## src/rtl/fifo_rr_dispatcher.sv

```systemverilog
// fifo_rr_dispatcher: round-robin mover from input FIFOs 0..3
// to output FIFOs 4..7, routed by the two destination MSBs.
module fifo_rr_dispatcher #(
  parameter int DATA_WIDTH = 10
) (
  input  logic                  clk,
  input  logic                  reset,
  input  logic                  init,
  input  logic [3:0]            in_empty,
  input  logic [DATA_WIDTH-1:0] in_data0,
  input  logic [DATA_WIDTH-1:0] in_data1,
  input  logic [DATA_WIDTH-1:0] in_data2,
  input  logic [DATA_WIDTH-1:0] in_data3,
  input  logic [3:0]            out_almost_full,
  output logic [3:0]            pop_in,
  output logic [3:0]            push_out,
  output logic [DATA_WIDTH-1:0] data_out,
  output logic [1:0]            grant_idx,
  output logic                  idle
);

  typedef enum logic [1:0] {
    S_INIT,
    S_IDLE,
    S_ACTIVE
  } state_e;

  state_e                state_q;
  logic                  idle_q;
  logic [1:0]            rr_q;
  logic [1:0]            gidx_q;
  logic                  s1_v_q;
  logic [1:0]            s1_idx_q;
  logic [3:0]            push_q;
  logic [3:0]            push_d;
  logic [DATA_WIDTH-1:0] dout_q;
  logic [DATA_WIDTH-1:0] dout_d;
  logic [DATA_WIDTH-1:0] sel_w;
  logic                  gnt_v;
  logic [1:0]            gnt_idx;
  logic [1:0]            cand;
  logic [3:0]            gnt_oh;
  logic                  all_empty;

  assign all_empty = &in_empty;

  // Round-robin search upward from the pointer, gated by state and back-pressure
  always_comb begin
    gnt_v   = 1'b0;
    gnt_idx = rr_q;
    cand    = rr_q;
    gnt_oh  = '0;
    if (state_q == S_ACTIVE && !init && out_almost_full == 4'b0) begin
      for (int k = 1; k <= 4; k++) begin
        cand = rr_q + 2'(k);
        if (!gnt_v && !in_empty[cand]) begin
          gnt_v   = 1'b1;
          gnt_idx = cand;
        end
      end
    end
    if (gnt_v) gnt_oh[gnt_idx] = 1'b1;
  end

  // Pick the read data of the FIFO popped last cycle
  always_comb begin
    sel_w = in_data0;
    unique case (s1_idx_q)
      2'd0: sel_w = in_data0;
      2'd1: sel_w = in_data1;
      2'd2: sel_w = in_data2;
      2'd3: sel_w = in_data3;
    endcase
  end

  // Route the captured word to its destination; data_out holds when idle
  always_comb begin
    push_d = '0;
    dout_d = dout_q;
    if (s1_v_q) begin
      push_d[sel_w[DATA_WIDTH-1:DATA_WIDTH-2]] = 1'b1;
      dout_d = sel_w;
    end
  end

  // Control FSM; idle reflects the state and pipeline after this edge
  always_ff @(posedge clk or negedge reset) begin
    if (!reset) begin
      state_q <= S_INIT;
      idle_q  <= 1'b0;
    end else if (init) begin
      state_q <= S_INIT;
      idle_q  <= 1'b0;
    end else begin
      unique case (state_q)
        S_INIT: begin
          if (all_empty) begin
            state_q <= S_IDLE;
            idle_q  <= !s1_v_q;
          end else begin
            state_q <= S_ACTIVE;
            idle_q  <= 1'b0;
          end
        end
        S_IDLE: begin
          if (!all_empty) begin
            state_q <= S_ACTIVE;
            idle_q  <= 1'b0;
          end else begin
            idle_q  <= !s1_v_q;
          end
        end
        S_ACTIVE: begin
          if (all_empty && !s1_v_q && !gnt_v) begin
            state_q <= S_IDLE;
            idle_q  <= 1'b1;
          end else begin
            idle_q  <= 1'b0;
          end
        end
        default: begin
          state_q <= S_INIT;
          idle_q  <= 1'b0;
        end
      endcase
    end
  end

  // Grant bookkeeping and the two-stage pop-to-push pipeline
  always_ff @(posedge clk or negedge reset) begin
    if (!reset) begin
      rr_q     <= 2'd3;
      gidx_q   <= 2'd0;
      s1_v_q   <= 1'b0;
      s1_idx_q <= 2'd0;
      push_q   <= '0;
      dout_q   <= '0;
    end else begin
      if (gnt_v) begin
        rr_q   <= gnt_idx;
        gidx_q <= gnt_idx;
      end
      s1_v_q   <= gnt_v;
      s1_idx_q <= gnt_idx;
      push_q   <= push_d;
      dout_q   <= dout_d;
    end
  end

  assign pop_in    = gnt_oh;
  assign push_out  = push_q;
  assign data_out  = dout_q;
  assign grant_idx = gidx_q;
  assign idle      = idle_q;

endmodule

```

## config.mk

```make
export PLATFORM = sky130hd
export DESIGN_NAME = fifo_rr_dispatcher
export DESIGN_NICKNAME = d
export VERILOG_FILES = /design/src/rtl/fifo_rr_dispatcher.sv
export SDC_FILE = /design/constraint.sdc
export NUM_CORES = 1
export LEC_CHECK = 0
export ABC_AREA = 1
export BUFFER_PORTS_ARGS = -buffer_cell sky130_fd_sc_hd__buf_2
export CAP_MARGIN = 15
export CORE_UTILIZATION = 46
export DETAILED_ROUTE_END_ITERATION = 10
export PLACE_DENSITY = 0.91
export SLEW_MARGIN = 15
export SYNTH_ARGS = -nofsm -noshare
export SYNTH_HDL_FRONTEND = slang
export SYNTH_SLANG_ARGS = --single-unit
```

## constraint.sdc

```tcl
create_clock -name clk -period 2.1 [get_ports clk]
set_input_delay 0.21 -clock clk [delete_from_list [all_inputs] [get_ports clk]]
set_output_delay 0.21 -clock clk [all_outputs]
set_load 0.05 [all_outputs]
```

==> results of run 1 <==
==> layout make-up <==
class / instances / area [sq um]
fillers: 267 / 1010
multi-input cells: 152 / 816
flip-flops and latches: 24 / 603
repair buffers: 79 / 450
inverters: 20 / 77.6
well taps: 44 / 55.1
clock buffers: 4 / 36.3
==> worst paths after layout <==
| path | startpoint | to | slack (ns) |
|---|---|---|---|
| min | init | idle$_DFF_PN0_ | 0.1 |
| max in group asynchronous | reset | rr_q[1]$_DFFE_PN1P_ | 1.31 |
| min in group asynchronous | reset | idle$_DFF_PN0_ | 0.42 |
| min reg2reg | state_q[1]$_DFFE_PN0P_ | idle$_DFF_PN0_ | 0.48 |
| max reg2reg | rr_q[0]$_DFFE_PN1P_ | grant_idx[1]$_DFFE_PN0P_ | 0.38 |
| max | rr_q[0]$_DFFE_PN1P_ | pop_in[0] | -0.22 |
==> flip-flops by register name, summed over array words and instances, names as in the netlist <==
| register | cells |
|---|---|
| state_q | 2 |
| s1_idx_q | 2 |
| data_out | 10 |
| rr_q | 2 |
| idle | 1 |
| s1_v_q | 1 |
| push_out | 4 |
| grant_idx | 2 |
==> critical path, stage by stage (launching register included) <==
cell and delay, ns:
dfstp_2 0.62, buf_6 0.12, nand2_1 0.07, nand2_2 0.10
nand2_2 0.08, nand2_4 0.09, nand3_2 0.11, nor2_2 0.14
nor2_2 0.04, nand2_2 0.09, nand3_1 0.09, nor2_2 0.10
buf_6 0.16
==> power by group <==
group / total (mW) / internal [mW] / switching [mW]
registers: 0.713 / 0.609 / 0.104
clock network: 0.235 / 0.106 / 0.129
logic: 1.70 / 0.551 / 1.15
==> repair_timing <==
item	4_1_cts	5_1_grt
endpoints found under the hold margin	22	0
hold buffers	1	0
setup endpoints to repair	4	4
setup buffers	3	2
gates resized for setup	15	5
pin swaps	2	4
==> logic make-up after synthesis <==
family	after synthesis	synth area share, %
simple gates	126	40.6
compound gates	26	12.3
flops	24	40.7
buf+inv	23	6.34
==> cells in the mapped netlist (all sizes together) <==
master	count
buf	1
dfrtp	22
nand3	9
nand2	87
a22o	4
clkinv	1
nor3	3
inv	19
o21ai	4
a21oi	6
a221oi	3
dfstp	2
o31ai	1
a31oi	2
clkbuf	2
nand4	5
a211oi	1
nor2	22
a41oi	5
==> metal layers <==
| metal | up-vias | GRT usage (%) | part of all wire, % |
|---|---|---|---|
| met5 | - | 0 | 0 |
| met4 | 0 | 6.46 | 1.3 |
| met3 | 6 | 2.86 | 5.2 |
| met2 | 62 | 39.9 | 52 |
| met1 | 739 | 30.1 | 42 |
| li1 | 815 | - | - |
==> per-stage QoR <==
step | instance area [sq um] | setup slack, ns | TNS (ns) | power (mW) | cells
2_1_floorplan | 1490 | 0.106 | 0 | 1.90 | 199
3_3_place_gp | 1890 | 0.0872 | 0 | 2.20 | 313
5_1_grt | 2040 | -0.371 | -1.45 | 2.85 | 323
6_report | 2040 | -0.222 | -0.871 | 2.65 | 323
4_1_cts | 2000 | -0.198 | -0.777 | 2.56 | 321
3_5_place_dp | 1890 | 0.0195 | 0 | 2.25 | 313
==> out/results.tsv, run 1 <==
metric	value	unit
p_leak	1.10	nW
die_x	58.7	microns
finalWirelength	3900	microns
via_count	1622	
status	complete, but fails checks	
min_period	2.32	ns
grt_setup_unrepaired	true	
yosysWarnings	0	
drive_gt1_share	44.8	%
hold_slack	0.0993	ns
fin_nets	331	
worst_pin_slew	0.529	ns
coreArea	3050	sq um
dieHeight	58.7	microns
most-common-layout-cells	buf_2, nand2_1, dfrtp_1, nand2_2	
ant_nets	0	
synth-seq-area-share	40.7	%
initial_core_util	48.5	%
ioPinCount	72	
max_slew_margin	64.7	%
drc	0	
synth_area	1480	sq um
cap_violations	0	
setup_ws	-0.222	ns
avgRoutedWirePerCell	12.1	microns
gp_congestion	0.853	
yosys.area.top_type	dfrtp_1	
worst-path-max-fanout	5	
numCtsBuffers	3	
cp-end-kind	primary output	
synth_area_leaders	dfrtp_1, nand2_1, nand2_2, nor2_1, nand2_4	
avgSynthCellArea	7.44	sq um
max_freq	431	MHz
drt_iter0_drc	95	
slew_violations	0	
final_common_cell	buf_2	
crit_arrival	2.11	ns
utilization	66.8	%
grt_pass1_wl	6090	microns
port_buffers	71	
die-area	3450	sq um
dpl.hpwl	2890	microns
grt_max_degree	25	
power_density	1300	nW/um^2
violations	setup timing	
clock_path_buffers	2	
clkSlewWorstSetupHoldPaths	0.12	ns
area_growth	37.7	%
grt_pass1_vias	1420	
cts_max_level	1	
cts_tree	done	
root_buffer	clkbuf_4	
hold_violations	0	
hold_depth	2	
via_per_inst	5.02	
n_antenna_cell	0	
clock-sinks	24	
setup_viol	4	
skew	0.00467	ns
clk_latency	0.31	ns
cp.required	1.89	ns
ys_types	26	
ir_worst_vdd	0.940	mV
crit_type	reg -> out	
synthCells	199	
rr_worst_depth	12	
dr.pass1.iters	4	
fin_crit_sh	111	%
ys_seq_elements	24	
synth_top_area_share	37.2	%
cp-start-kind	flop	
syn-num-nets	250	
worst_hold_path_type	in -> reg	
track_usage	23.0	%
overflow	0	
num_rows	20	
antenna_found_initial	0	
No activity file was read; power rests on OpenSTA's default activity.
==> run 2, diff against run 1 <==
- BUFFER_PORTS_ARGS: -buffer_cell sky130_fd_sc_hd__buf_2 -> -buffer_cell sky130_fd_sc_hd__buf_4
==> out/results.tsv, run 2 (same netlist as run 1, synthesis figures left out) <==
metric	value	unit	change
numCtsBuffers	3		unchanged
cts_max_level	1		unchanged
violations	setup timing		unchanged
post-place-ws	0.113	ns	was 0.0195 ns
hold_start	init		unchanged
die-area	3450	sq um	unchanged
r2r-end	grant_idx[1]$_DFFE_PN0P_		unchanged
drive_gt1_share	42.5	%	was 44.8%
skew	0.00700	ns	was 0.00467 ns
dpl.hpwl	2960	microns	was 2890 microns
setup_ws	-0.254	ns	was -0.222 ns
r2r_slack	0.37	ns	was 0.38 ns
ant_nets	0		unchanged
slew_violations	0		unchanged
fin_setup_tns	-0.966	ns	was -0.871 ns
grt_pass1_vias	1518		was 1420
clock_path_buffers	2		unchanged
worst_hold_path_type	in -> reg		unchanged
cp-start-kind	flop		unchanged
grt_max_degree	25		unchanged
grt_pass1_wl	6270	microns	was 6090 microns
ioPinCount	72		unchanged
drt_iter0_drc	66		was 95
dieHeight	58.7	microns	unchanged
port_buffers	71		unchanged
fin_crit_sh	112	%	was 111%
area_growth	46.7	%	was 37.7%
grt_setup_unrepaired	true		unchanged
cp-end-kind	primary output		unchanged
most-common-layout-cells	buf_4, nand2_1, dfrtp_1, nand2_2, nor2_1		was buf_2, nand2_1, dfrtp_1, nand2_2
rr_worst_depth	12		unchanged
crit_arrival	2.14	ns	was 2.11 ns
worst_r2r_startpoint	rr_q[0]$_DFFE_PN1P_		unchanged
setup_viol	4		unchanged
worst_pin_slew	0.443	ns	was 0.529 ns
avgRoutedWirePerCell	12.0	microns	was 12.1 microns
p_leak	1.13	nW	was 1.10 nW
n_antenna_cell	0		unchanged
dr.pass1.iters	4		unchanged
crit_type	reg -> out		unchanged
antenna_found_initial	0		unchanged
coreArea	3050	sq um	unchanged
overflow	0		unchanged
die_x	58.7	microns	unchanged
initial_core_util	48.5	%	unchanged
clkSlewWorstSetupHoldPaths	0.13	ns	was 0.12 ns
clock-sinks	24		unchanged
worst-path-max-fanout	6		was 5
power_density	1250	nW/um^2	was 1300 nW/um^2
largest_reg_flops	10		unchanged
max_slew_margin	70.4	%	was 64.7%
track_usage	23.7	%	was 23.0%
gp_congestion	0.885		was 0.853
hold_violations	0		unchanged
via_per_inst	4.96		was 5.02
status	complete, but fails checks		unchanged
num_rows	20		unchanged
final_common_cell	buf_4		was buf_2
hold_end	idle$_DFF_PN0_		unchanged
drc	0		unchanged
finalWirelength	3820	microns	was 3900 microns
ir_worst_vdd	0.903	mV	was 0.940 mV
cap_violations	0		unchanged
fin_nets	327		was 331
hold_depth	2		unchanged
cts_setup_buffers	0		was 3
clk_latency	0.31	ns	about the same
max_freq	425	MHz	was 431 MHz
cp.required	1.89	ns	about the same
root_buffer	clkbuf_4		unchanged
via_count	1583		was 1622
min_period	2.35	ns	was 2.32 ns
cts_tree	done		unchanged
run 2: layout make-up:
class                           count  area (sq um)
Tap cell                           44          55.1
Clock inverter                      1          30.0
Timing Repair Buffer               75           584
Inverter                           20          77.6
Multi-Input combinational cell    152           798
Clock buffer                        3          22.5
Sequential cell                    24           603
Fill cell                         249           882
run 2: per-layer routing:
layer	vias to the layer above	wire length [microns]	track usage (%)
li1	802	-	-
met1	719	1630	28.9
met2	53	1930	41.7
met3	9	175	3.08
met4	0	84	10.2
met5	-	0	0
run 2: metrics by stage:
stage	cells	power [mW]	hold slack, ns	util, %	area [sq um]
floorplan	199	1.90	-0.0856	-	1490
global placement	314	2.32	0.119	68.0	2080
detailed placement	314	2.35	0.119	68.0	2080
CTS	319	2.69	0.0558	70.6	2150
global route	319	2.91	0.0558	71.1	2170
finish	319	2.71	0.0694	71.1	2170
run 2: critical path: stages, from the launching register on:
cell     delay [ns]
dfstp_2        0.63
buf_6          0.13
nand2_1        0.06
nand2_1        0.10
nand2_2        0.07
nand2_2        0.09
nand3_2        0.10
nor2_1         0.13
nor2_2         0.05
nand2_2        0.09
nand3_1        0.09
nor2_2         0.11
buf_6          0.17
run 2: worst max-delay path by stage:
stage,cells after the start,to,startpoint,slack [ns]
after floorplan,13,pop_in[2],rr_q[0]$_DFFE_PN1P_,0.11
after global placement,12,pop_in[3],rr_q[0]$_DFFE_PN1P_,0.17
after detailed placement,13,pop_in[2],rr_q[0]$_DFFE_PN1P_,0.11
after CTS,13,pop_in[2],rr_q[0]$_DFFE_PN1P_,-0.23
after global routing,13,pop_in[2],rr_q[0]$_DFFE_PN1P_,-0.39
final,12,pop_in[0],rr_q[0]$_DFFE_PN1P_,-0.25
run 2: repair_timing:
action / in CTS / in global routing
cloned: 0 / 0
hold endpoints to repair: 22 / 0
hold buffers: 1 / 0
endpoints found under the setup margin: 4 / 4
gates resized for setup: 4 / 6
pin swaps: 0 / 3
run 2: power by group:
| part | internal, mW | total [mW] | switching, mW | leakage (nW) |
|---|---|---|---|---|
| Clock | 0.193 | 0.325 | 0.132 | 0.0279 |
| Combinational | 0.561 | 1.65 | 1.09 | 0.806 |
| Sequential | 0.610 | 0.734 | 0.124 | 0.296 |
| Total | 1.36 | 2.71 | 1.35 | 1.13 |
==> run 3, diff against run 2 <==
- ABC_AREA: 1 -> not set
- CORE_UTILIZATION: 46 -> 44
- PLACE_DENSITY: 0.91 -> 0.9
==> out/results.tsv, run 3 <==
metric	value	unit	change
die-area	3320	sq um	was 3450 sq um
synth-edff-count	0		unchanged
busiest_layer	met2		unchanged
grt_setup_unrepaired	false		was true
rr_worst_depth	5		was 12
dr.pass1.iters	11		was 4
violations	DRC		was setup timing
via_per_inst	5.65		was 4.96
cp.required	1.89	ns	about the same
fin_nets	232		was 327
num_rows	19		was 20
clock-sinks	24		unchanged
ioPinCount	72		unchanged
synth-seq-area-share	44.3	%	was 40.7%
yosys.area.top_type	dfrtp_1		unchanged
setup_viol	0		was 4
endpoint	pop_in[1]		was pop_in[0]
initial_core_util	47.7	%	was 48.5%
fin_crit_sh	97.1	%	was 112%
final_common_cell	buf_4		unchanged
drc	10		was 0
cp-end-kind	primary output		unchanged
cp-start-kind	flop		unchanged
ant_nets	0		unchanged
ir_worst_vdd	0.344	mV	was 0.903 mV
clkSlewWorstSetupHoldPaths	0.12	ns	was 0.13 ns
p_leak	0.965	nW	was 1.13 nW
ys_types	35		was 26
synth_area	1360	sq um	was 1480 sq um
area_growth	49.3	%	was 46.7%
yosysWarnings	0		unchanged
worst_r2r_startpoint	rr_q[0]$_DFFE_PN1P_		unchanged
finalWirelength	3630	microns	was 3820 microns
cp_cell_sequence	inv_2 > or3_4 > a31oi_4 > nand2b_4 > nor2b_2 > buf_4		was buf_6 > nand2_1 > nand2_1 > nand2_2 > nand2_2 > nand3_2 > nor2_1 > nor2_2 > nand2_2 > nand3_1 > nor2_2 > buf_6
placed_area	1920	sq um	was 2080 sq um
regArea	603	sq um	unchanged
syn-num-nets	159		was 250
die_x	57.6	microns	was 58.7 microns
yosysMostFrequentCell	dfrtp_1		was nand2_1
port_buffers	71		unchanged
ys_async_sr_fraction	100	%	unchanged
design_area	2030	sq um	was 2170 sq um
netlist_top_cells_count	dfrtp_1, mux2_2, mux4_2, nand2_1, nor2_1		was nand2_1, dfrtp_1, nor2_1, inv_1, nand2_2
r2r_slack	0.35	ns	was 0.37 ns
crit_type	reg -> out		unchanged
fillers	195		was 249
cap_violations	0		unchanged
max_freq	491	MHz	was 425 MHz
via_count	1192		was 1583
max_slew_margin	59.5	%	was 70.4%
power_density	804	nW/um^2	was 1250 nW/um^2
clk_latency	0.30	ns	was 0.31 ns
worst_hold_path_type	in -> reg		unchanged
synth_top_area_share	40.5	%	was 37.2%
synthCells	108		was 199
numCtsBuffers	3		unchanged
avgSynthCellArea	12.6	sq um	was 7.44 sq um
avgRoutedWirePerCell	17.2	microns	was 12.0 microns
antenna_found_initial	0		unchanged
gp_congestion	0.919		was 0.885
grt_pass1_wl	5570	microns	was 6270 microns
clock_path_buffers	2		unchanged
ys_seq_elements	24		unchanged
hold_slack	0.0933	ns	was 0.0694 ns
crit_arrival	1.83	ns	was 2.14 ns
cts_tree	done		unchanged
dp_cells	204		was 314
startpoint	rr_q[1]$_DFFE_PN1P_		was rr_q[0]$_DFFE_PN1P_
cts_max_level	1		unchanged
drt_iter0_drc	46		was 66
dieHeight	57.6	microns	was 58.7 microns
r2r-end	s1_idx_q[1]$_DFF_PN0_		was grant_idx[1]$_DFFE_PN0P_
worst-path-max-fanout	5		was 6
grt_pass1_vias	1242		was 1518
coreArea	2850	sq um	was 3050 sq um
worst_pin_slew	0.608	ns	was 0.443 ns
track_usage	22.1	%	was 23.7%
skew	0.00475	ns	was 0.00700 ns
met3_usage	4.99	%	was 3.08%
slew_violations	0		unchanged
max_stage_delay	0.57	ns	was 0.63 ns
largest_reg_flops	10		unchanged
root_buffer	clkbuf_4		unchanged
synth_area_leaders	dfrtp_1, mux4_2, mux2_2, dfstp_2, mux2_4		was dfrtp_1, nand2_1, nand2_2, nor2_1, nand2_4
most-common-layout-cells	buf_4, dfrtp_1, mux4_2, mux2_2, nand2_1		was buf_4, nand2_1, dfrtp_1, nand2_2, nor2_1
drive_gt1_share	66.1	%	was 42.5%
crit_slowest_cell	dfstp_2		unchanged
grt_max_degree	25		unchanged
status	complete, but fails checks		unchanged
grtUsageMet2	42.4	%	was 41.7%
ys.flop_type	dfrtp_1		unchanged
hold_violations	0		unchanged
use_met1	23.9	%	was 28.9%
n_antenna_cell	0		unchanged
min_period	2.04	ns	was 2.35 ns
overflow	0		unchanged
stdcell_count	211		was 319
multi_input_area	753	sq um	was 798 sq um
dpl.hpwl	2580	microns	was 2960 microns
p_total	1.63	mW	was 2.71 mW
## run 3: layer usage
metal	wire [microns]	vias to the layer above
met2	1930	58
met3	343	6
li1	-	549
met4	53	0
met1	1300	579
met5	0	-
## run 3: cell type report
type / instances / share of cell area, %
flip-flops and latches: 24 / 29.7
inverters: 4 / 0.739
repair buffers: 76 / 28.8
multi-input cells: 72 / 37.1
well taps: 31 / 1.91
clock buffers: 4 / 1.79
## run 3: kinds of logic after synthesis
logic type	Yosys count	synth area share [%]
AO/OA/AOI/OAI	21	11.8
buffers and inverters	12	3.68
AND/OR/NAND/NOR	29	13.2
flip-flops	24	44.3
multiplexers	22	27.0
## run 3: power breakdown
part	switching [mW]	leakage [nW]	internal [mW]
Sequential	0.0684	0.309	0.548
Clock	0.126	0.0210	0.106
Combinational	0.426	0.635	0.359
## run 3: worst min path at each step
stage | startpoint | end | slack, ns | depth (start not counted)
finish | init | state_q[0]$_DFFE_PN0P_ | 0.09 | 2
global route | init | state_q[0]$_DFFE_PN0P_ | 0.09 | 2
CTS | init | state_q[0]$_DFFE_PN0P_ | 0.08 | 2
detailed placement | reset | push_out[3]$_DFF_PN0_ | 0.12 | 1
global placement | reset | data_out[4]$_DFFE_PN0P_ | 0.12 | 1
floorplan | reset | data_out[0]$_DFFE_PN0P_ | -0.09 | 0
## run 3: worst max-delay path: cells and delay by family (launching register included)
kind / cells / cell delay [ns]
flops: 1 / 0.57
buf+inv: 2 / 0.24
compound gates: 1 / 0.17
simple gates: 3 / 0.55
## run 3: through the flow
step                setup TNS [ns]  worst slack [ns]  utilization, %
global placement                 0            0.0988            67.4
finish                           0            0.0614            71.2
global route                     0           0.00851            71.2
detailed placement               0            0.0853            67.4
CTS                        -0.0104           -0.0104            70.9
floorplan                        0            0.0779               -
## run 3: repair_timing
| action | in CTS | in global routing |
|---|---|---|
| hold buffers | 1 | 0 |
| pin swaps | 1 | 2 |
| endpoints found under the setup margin | 4 | 4 |
| cloned | 0 | 0 |
| gates resized for setup | 10 | 1 |
| buffers inserted | 1 | 1 |
| hold endpoints to repair | 22 | 0 |
